--- src/rtl/audio_pkg.sv ---
// Shared Q15 constants and the overlap-add state enum for the audio synthesis path.
package audio_pkg;

    localparam int unsigned Q         = 15;
    localparam logic [15:0] COLA_GAIN = 16'h7684;
    localparam logic [15:0] SAT_MAX   = 16'h7FFF;
    localparam logic [15:0] SAT_MIN   = 16'h8000;

    typedef enum logic {
        RUN   = 1'b0,
        FLUSH = 1'b1
    } state_t;

endpackage

--- src/rtl/q15_mac_sat.sv ---
// Combinational Q15 (a + b) * gain with arithmetic rescale and saturation.
module q15_mac_sat
#(
    parameter int unsigned    DW   = 16,
    parameter logic [DW-1:0]  GAIN = DW'(16'h7684)
) (
    input  logic [DW-1:0] a,
    input  logic [DW-1:0] b,
    output logic [DW-1:0] result_c
);
    import audio_pkg::*;

    localparam int unsigned SW = DW + 1;
    localparam int unsigned PW = 2 * DW + 1;
    localparam logic signed [PW-1:0] MAX_V = PW'($signed(DW'(SAT_MAX)));
    localparam logic signed [PW-1:0] MIN_V = PW'($signed(DW'(SAT_MIN)));

    logic signed [SW-1:0] sum;
    logic signed [PW-1:0] prod;
    logic signed [PW-1:0] shifted;

    // Gain is a non-negative Q15 factor, so it is zero-extended before the signed multiply.
    always_comb begin
        sum     = SW'($signed(a)) + SW'($signed(b));
        prod    = PW'(sum) * PW'($signed({1'b0, GAIN}));
        shifted = prod >>> Q;
        if (shifted > MAX_V) begin
            result_c = DW'(SAT_MAX);
        end else if (shifted < MIN_V) begin
            result_c = DW'(SAT_MIN);
        end else begin
            result_c = shifted[DW-1:0];
        end
    end

endmodule

--- src/rtl/overlap_add_synth.sv ---
// 50% overlap-add reconstruction of windowed Q15 frames with Hamming COLA normalisation.
module overlap_add_synth
#(
    parameter int unsigned   N         = 256,
    parameter int unsigned   HOP       = N / 2,
    parameter int unsigned   DW        = 16,
    parameter logic [DW-1:0] COLA_GAIN = DW'(audio_pkg::COLA_GAIN)
) (
    input  logic          clk,
    input  logic          rst,
    input  logic [DW-1:0] frame_in,
    input  logic          frame_in_valid,
    input  logic          frame_in_last,
    output logic          frame_in_ready,
    input  logic          flush,
    output logic [DW-1:0] sample_out,
    output logic          sample_out_valid,
    input  logic          sample_out_ready,
    output logic          busy,
    output logic          frame_err
);
    import audio_pkg::*;

    if (HOP != N / 2 || (N % 2) != 0) begin : g_bad_cfg
        $error("overlap_add_synth: N must be even and HOP must equal N/2");
    end

    localparam int unsigned IW     = $clog2(N);
    localparam int unsigned AW     = $clog2(HOP);
    localparam logic [IW-1:0] HOP_I  = IW'(HOP);
    localparam logic [IW-1:0] LAST_I = IW'(N - 1);

    state_t        state, state_nxt;
    logic [IW-1:0] idx, idx_nxt;
    logic          tail_valid, tail_valid_nxt;
    logic [DW-1:0] sample_out_nxt;
    logic          sample_out_valid_nxt;
    logic          frame_err_nxt;

    logic [DW-1:0] tail_mem [HOP];
    logic [AW-1:0] tail_addr_c;
    logic [DW-1:0] tail_rd_c;
    logic          tail_we_c;
    logic [DW-1:0] mac_a_c, mac_b_c, mac_c;
    logic          accumulate_c, flush_go_c, in_xfer_c, can_load_c;

    // One address serves both the accumulate read and the store write; they never coincide.
    always_comb begin
        accumulate_c = idx < HOP_I;
        if (state == RUN && !accumulate_c) begin
            tail_addr_c = AW'(idx - HOP_I);
        end else begin
            tail_addr_c = AW'(idx);
        end
        tail_rd_c = tail_mem[tail_addr_c];
        mac_a_c   = (state == FLUSH) ? tail_rd_c : frame_in;
        mac_b_c   = (state == RUN && tail_valid) ? tail_rd_c : '0;
    end

    always_ff @(posedge clk) begin
        if (tail_we_c) begin
            tail_mem[tail_addr_c] <= frame_in;
        end
    end

    q15_mac_sat #(
        .DW   (DW),
        .GAIN (COLA_GAIN)
    ) u_mac (
        .a        (mac_a_c),
        .b        (mac_b_c),
        .result_c (mac_c)
    );

    always_comb begin
        state_nxt            = state;
        idx_nxt              = idx;
        tail_valid_nxt       = tail_valid;
        sample_out_nxt       = sample_out;
        sample_out_valid_nxt = sample_out_valid && !sample_out_ready;
        frame_err_nxt        = 1'b0;
        tail_we_c            = 1'b0;
        frame_in_ready       = 1'b0;
        flush_go_c           = 1'b0;
        in_xfer_c            = 1'b0;
        can_load_c           = !sample_out_valid || sample_out_ready;

        case (state)
            RUN: begin
                flush_go_c = flush && (idx == '0) && tail_valid;
                if (flush_go_c) begin
                    state_nxt = FLUSH;
                    idx_nxt   = '0;
                end else begin
                    frame_in_ready = accumulate_c ? can_load_c : 1'b1;
                end
                in_xfer_c = frame_in_valid && frame_in_ready;
                if (in_xfer_c) begin
                    if (accumulate_c) begin
                        sample_out_nxt       = mac_c;
                        sample_out_valid_nxt = 1'b1;
                    end else begin
                        tail_we_c = 1'b1;
                    end
                    // A misplaced or missing last marker is reported but never stalls the stream.
                    if (idx == LAST_I) begin
                        idx_nxt        = '0;
                        tail_valid_nxt = 1'b1;
                        frame_err_nxt  = !frame_in_last;
                    end else if (frame_in_last) begin
                        idx_nxt        = '0;
                        tail_valid_nxt = 1'b0;
                        frame_err_nxt  = 1'b1;
                    end else begin
                        idx_nxt = idx + IW'(1);
                    end
                end
            end
            FLUSH: begin
                // idx counts emitted tail samples; leave only once the last one has drained.
                if (can_load_c) begin
                    if (accumulate_c) begin
                        sample_out_nxt       = mac_c;
                        sample_out_valid_nxt = 1'b1;
                        idx_nxt              = idx + IW'(1);
                    end else begin
                        state_nxt      = RUN;
                        idx_nxt        = '0;
                        tail_valid_nxt = 1'b0;
                    end
                end
            end
            default: begin
                state_nxt = RUN;
            end
        endcase
    end

    always_ff @(posedge clk) begin
        if (rst) begin
            state            <= RUN;
            idx              <= '0;
            tail_valid       <= 1'b0;
            sample_out       <= '0;
            sample_out_valid <= 1'b0;
            frame_err        <= 1'b0;
        end else begin
            state            <= state_nxt;
            idx              <= idx_nxt;
            tail_valid       <= tail_valid_nxt;
            sample_out       <= sample_out_nxt;
            sample_out_valid <= sample_out_valid_nxt;
            frame_err        <= frame_err_nxt;
        end
    end

    assign busy = (state == FLUSH);

endmodule

--- config.mk ---
export PLATFORM = sky130hd
export DESIGN_NAME = overlap_add_synth
export DESIGN_NICKNAME = d
export VERILOG_FILES = /design/src/rtl/audio_pkg.sv /design/src/rtl/q15_mac_sat.sv /design/src/rtl/overlap_add_synth.sv
export SDC_FILE = /design/constraint.sdc
export NUM_CORES = 2
export LEC_CHECK = 0
export ABC_AREA = 1
export CORE_UTILIZATION = 51
export CTS_CLUSTER_SIZE = 30
export DETAILED_ROUTE_END_ITERATION = 16
export PLACE_DENSITY = 0.69
export SLEW_MARGIN = 10
export SYNTH_ARGS = -nofsm -noshare
export SYNTH_HDL_FRONTEND = slang
export SYNTH_SLANG_ARGS = --single-unit
--- constraint.sdc ---
create_clock -name clk -period 10.7 [get_ports clk]
set_input_delay 1.605 -clock clk [delete_from_list [all_inputs] [get_ports clk]]
set_output_delay 1.605 -clock clk [all_outputs]
set_load 0.01 [all_outputs]
# After elaboration in Yosys (flattened, before gate mapping)
# Memory sizes are Yosys's and may differ from the RTL's.
# Cells that the tools add are included.
[classes]
n_addsub = 3
multipliers = 1
magnitude_cmp = 3
n_eq_ne = 6
muxes = 41
n_bitwise = 2
n_reduce_logical = 16
[op_table]
columns = ["cell", "count"]
rows = [
  ["two-way mux 16 bit", 7],
  ["two-way mux 8 bit", 6],
  ["one-hot mux 16 bit (2 select lines)", 1],
  ["multiplier 17 x 14 -> 31 bit, second input constant", 1],
  ["two-way mux 1 bit", 22],
  ["greater-than comparator 18 x 16 -> 1 bit, second input constant", 1],
  ["less-than comparator 18 x 16 -> 1 bit, second input constant", 1],
  ["adder 16 x 16 -> 17 bit", 1],
  ["one-hot mux 8 bit (2 select lines)", 1],
  ["adder 8 x 1 -> 8 bit, second input constant", 1],
  ["equality test 8 bit, second input constant", 1],
  ["zero test 8 bit", 1],
  ["less-than comparator 8 bit, second input constant", 1],
  ["two-way mux 7 bit", 1],
  ["subtractor 7 x 1 -> 7 bit, second input constant", 1],
  ["logical AND 1 bit", 6],
  ["one-hot mux 1 bit (2 select lines)", 3],
  ["zero test 1 bit", 4],
  ["!= test 2 x 1 -> 1 bit, second input constant", 2],
  ["AND reduction 2 bit", 2],
  ["AND reduction 4 bit", 1],
  ["!= test 3 x 1 -> 1 bit, second input constant", 1],
  ["!= test 3 x 2 -> 1 bit, second input constant", 1],
  ["OR reduction 3 bit", 1],
  ["3 further kinds", 4],
]
[word_totals]
reg_bits = 28
ram_bits = 2048
in_bits = 22
out_inout_bits = 20
elab_cells = 79
n_memories = 1
[memory_table]
columns = ["name", "words", "width", "rd", "rd_clocked_by_memory_dff", "wr", "line_no", "source"]
rows = [
  ["tail_mem", 128, 16, 1, 0, 1, "overlap_add_synth.sv:40", "logic [DW-1:0] tail_mem [HOP];"],
]

# Longest topological paths before layout
# An unclocked memory read counts as a cell.
[logic_depth]
depth_word = 14
depth_mapped = 55
ltp_nobuf = 49

# By module
# A second synthesis with hierarchy kept.
[unflattened]
cells_unflattened = 7771
area_unflattened_um2 = 89599.7
[by_module_without_submodules]
columns = ["mod", "n_inst", "cells_each", "area_per_inst_um2", "seq_area_each_um2"]
rows = [
  ["overlap_add_synth", 1, 7024, 83924.2, 62199.7],
  ["q15_mac_sat", 1, 747, 5675.4, 0.0],
]

# Least setup slack after synthesis
# Ideal clock, no wire load.
[synth_timing]
path_type = "register -> register"
start = "register with a tool-made name"
end = "register sample_out[10]"
setup_time_ns = 0.119
t_arrival_ns = 7.916
required_time_ns = 10.581
setup_slack_ns = 2.664
path_stages_with_launch = 45
n_path_buf = 7
synth_period_minus_slack_ns = 8.036
path_cell_list = "dfxtp_1 -> buf_4 -> buf_6 -> buf_6 -> buf_4 -> buf_2 -> o21ai_0 -> o22ai_1 -> o21ai_0 -> o22ai_1 -> o21ai_0 -> o21ai_0 -> o21ai_1 -> o21ai_0 -> ha_1 -> clkbuf_1 -> nand2_1 -> nor4_1 -> [... 9 more ...] -> fa_1 -> fa_1 -> ha_1 -> inv_1 -> fa_1 -> inv_1 -> ha_1 -> a21oi_1 -> o21ai_0 -> a21oi_1 -> o21ai_0 -> a31oi_1 -> nand3_1 -> nand2_1 -> nand3_1 -> a21oi_2 -> buf_4 -> a21oi_1"
[synth_rtl]
columns = ["element", "line_no", "source"]
rows = [
  ["end signal: assignment", "overlap_add_synth.sv:151", "sample_out <= sample_out_nxt;"],
  ["end: declaration", "overlap_add_synth.sv:16", "output logic [DW-1:0] sample_out,"],
]

==> run_results.csv <==
group,metric,value,unit
synth,synth.most_common_cell,"edfxtp_1",
grt,grt-ovfl-total,0,
timing,slew_headroom,21.66,%
detailed_routing,dr.max_layer_used,"met5",
detailed_routing,vias,59730,
synth,synth.avg_cell_area,12.25,sq um
synth,seq_area_frac_synth,70.94,%
place,port_buffers,41,
timing,min_period_over_period,94.53,%
synth,synth_nets,7372,
detailed_routing,drt_iter0_drc,9263,
synth,synth_mux_area_share,0,%
worst_setup_path,cp_max_fo,71,
synth,synth_commonest_cells,"edfxtp_1 (2,048), nor2_1 (1,359), o21ai_0 (1,199)",
synth,netlist_area,87680,sq um
timing,fin_skew,0.03899,ns
timing,setup_violations,0,
worst_setup_path,critPathKind,"register to register",
worst_setup_path,cp.required,11.40,ns
worst_setup_path,slowest_stage,"fa_1",
cts,htree_levels,4,
cells_and_area,syn2layout_area_growth,11.20,%
synth,synth.ff_latch_count,2083,
synth,synth_warnings,0,
power,seqPwrFrac,46.4,%
synth,synth-simple-area-share,9.924,%
cells_and_area,nNetsFinal,7423,
timing,clock.fmax,98.87,MHz
synth,synth_top_family_by_area,"compound AO/OA/AOI/OAI gates",
power,comb_power_share,18.9,%
detailed_routing,first_pass_iters,6,
power,powerDensity,199.3,nW/um^2
synth,synth_compound_area_share,11.95,%
floorplanning,placementRows,151,
grt,grt_max_degree,130,
floorplanning,initial_core_util,51.56,%
timing,worst_slew_pin_slew,1.175,ns
worst_setup_path,max_stage_delay,0.57,ns
synth,ys.flop_type,"edfxtp_1",
cts,hold_buffers,0,
detailed_routing,dr_wl_met3,29690,um
place,dp_hpwl,145500,um
power,vdd.ir_drop.worst,0.2086,mV
cts,cts_tree,"built",
timing,slew_violations,0,
cts,clk_pin_slew,0.06,ns
grt,grt_pass1_vias,55860,
detailed_routing,via_per_inst,6.225,
detailed_routing,wl,249000,um
grt,grt_pass1_wl,364100,um
synth,ys_top_cells_by_area,"edfxtp_1 (70%), o21ai_0 (6.8%), nor2_1 (5.8%)",
detailed_routing,drc,0,
worst_setup_path,cpMostUsedCell,"o21ai_0",
synth,async_reset_ff_share,0,%
place,gp_congestion,0.9287,
power,p_switching,5531,uW
detailed_routing,ant_nets,0,
cts,clk_latency,0.85,ns
power,switching_share,28.47,%
detailed_routing,route.met2.wl,110300,um
floorplanning,ios,42,
power,p_clk_share,34.8,%
timing,tns,0,ns
synth,yosysTopAreaCell,"edfxtp_1",
cells_and_area,fillers,13440,
grt,antenna_found_initial,12,
worst_hold_path,hold_path.class,"register to register",
power,p_leak,0.03338,uW
timing,min_period,10.11,ns
cts,clock_sinks,2083,
worst_setup_path,end_kind,"register",
timing,grt_setup_unrepaired,"no",
synth,synth_cells,7159,
detailed_routing,m1WireLength,99340,um
cts,cts_made_buffers,201,
timing,hold_violations,0,
synth,post_synth_num_cell_types,46,
synth,synth_edf_count,2048,
cts,cts.path.max_buffers,3,
floorplanning,die_w,416.6,um
synth,synth_fa_ha_area_share,3.291,%
cts,cts_root_buffer,"clkbuf_16",
floorplanning,core,170000,sq um
synth,yosysTopAreaCellShare,70.14,%
cells_and_area,drive_gt1_share,7.922,%
worst_setup_path,cp.arrival,10.82,ns
worst_setup_path,start_kind,"register",
grt,grt_usage,28.22,%
floorplanning,dieArea,173600,sq um
synth,synth_xor_area_share,0.4895,%
power,p_int,13900,uW
run,cap_violations,0,
floorplanning,die_h,416.6,um
detailed_routing,routedWlPerCell,25.95,um
outcome,run_status,"finished, final reports clean",
power,p_total,19430,uW
==> final cells by class <==
cell class	instances	area (sq um)	area share [%]
diodes	5	12.51	0.01283
clock buffers	249	5316	5.453
repair buffers	319	2919	2.994
multi-input cells	4381	22520	23.10
well taps	2218	2775	2.846
flip-flops and latches	2083	62220	63.81
clock inverters	116	864.6	0.8868
inverters	224	874.6	0.8970
==> registers in the layout, summed over array words and instances, names as in the netlist, named ones only <==
| register | cells |
|---|---|
| tail_mem | 2048 |
| sample_out | 16 |
| idx | 8 |
| busy | 1 |
| frame_err | 1 |
| sample_out_valid | 1 |
| tail_valid | 1 |
==> power groups by stage <==
stage / Sequential (uW) / Clock [uW] / Combinational (uW)
global route: 9010 / 7090 / 4090
finish: 9010 / 6750 / 3670
floorplan: 9180 / 0 / 2440
global placement: 9180 / 0 / 3610
CTS: 9010 / 6800 / 3630
detailed placement: 9180 / 0 / 3600
==> what timing repair did <==
| item | in CTS | in global routing |
|---|---|---|
| resized for setup | 0 | 5 |
| endpoints found under the setup margin | 0 | 15 |
| buffers inserted | 0 | 1 |
==> stage by stage <==
step	cells	utilization (%)	setup WS [ns]	hold WS, ns	cell area (sq um)
floorplan	7159	-	2.664	0.4565	87680
global placement	9224	53.67	0.6256	0.5014	91270
detailed placement	9224	53.67	0.5447	0.5028	91270
CTS	9589	57.31	0.4568	0.5137	97450
global route	9593	57.34	0.09860	0.5454	97490
finish	9595	57.34	0.5855	0.5159	97500
==> final timing paths <==
| check | from | endpoint | slack (ns) | cells past startpoint |
|---|---|---|---|---|
| max | register | sample_out[13] | 0.59 | 40 |
| max reg2reg | register | sample_out[13] | 0.59 | 40 |
| min | tail_valid | tail_valid | 0.52 | 2 |
| min reg2reg | tail_valid | tail_valid | 0.52 | 2 |
==> logic make-up after synthesis <==
| logic type | Yosys count |
|---|---|
| AND/OR/NAND/NOR | 2216 |
| flip-flops | 2083 |
| AO/OA/AOI/OAI | 1925 |
| buffers and inverters | 695 |
| adder cells (fa/ha/maj) | 191 |
| XOR/XNOR | 49 |
==> cells in the final DEF (no fill, tap or decap), types with 11 or more instances in the layout <==
master / count
edfxtp_1: 2048
nor2_1: 1353
o21ai_0: 1199
nand2_1: 582
o22ai_1: 572
buf_4: 256
nand3_1: 238
inv_1: 218
clkbuf_16: 206
ha_1: 125
a21oi_1: 71
fa_1: 66
clkinv_1: 58
clkbuf_1: 43
xor2_1: 42
clkinv_2: 37
buf_12: 36
o21ai_1: 32
dfxtp_1: 30
clkdlybuf4s50_1: 25
nor3_1: 13
o21bai_1: 13
nand4_1: 11
==> critical path: cells and delay by family, from the launching register on <==
kind            cells  cell delay [ns]
flops               1             0.50
compound gates     18             3.67
fa+ha+maj           8             3.17
simple gates        6             0.84
xor+xnor            2             0.48
buf+inv             6             1.21
==> routing by layer <==
metal  vias up  global-route usage [%]
li1      26190                       -
met1     29320                   41.62
met2      3751                   41.80
met3       472                   4.993
met4         4                   10.99
met5         -                       0
No activity file was read; power rests on OpenSTA's default activity.
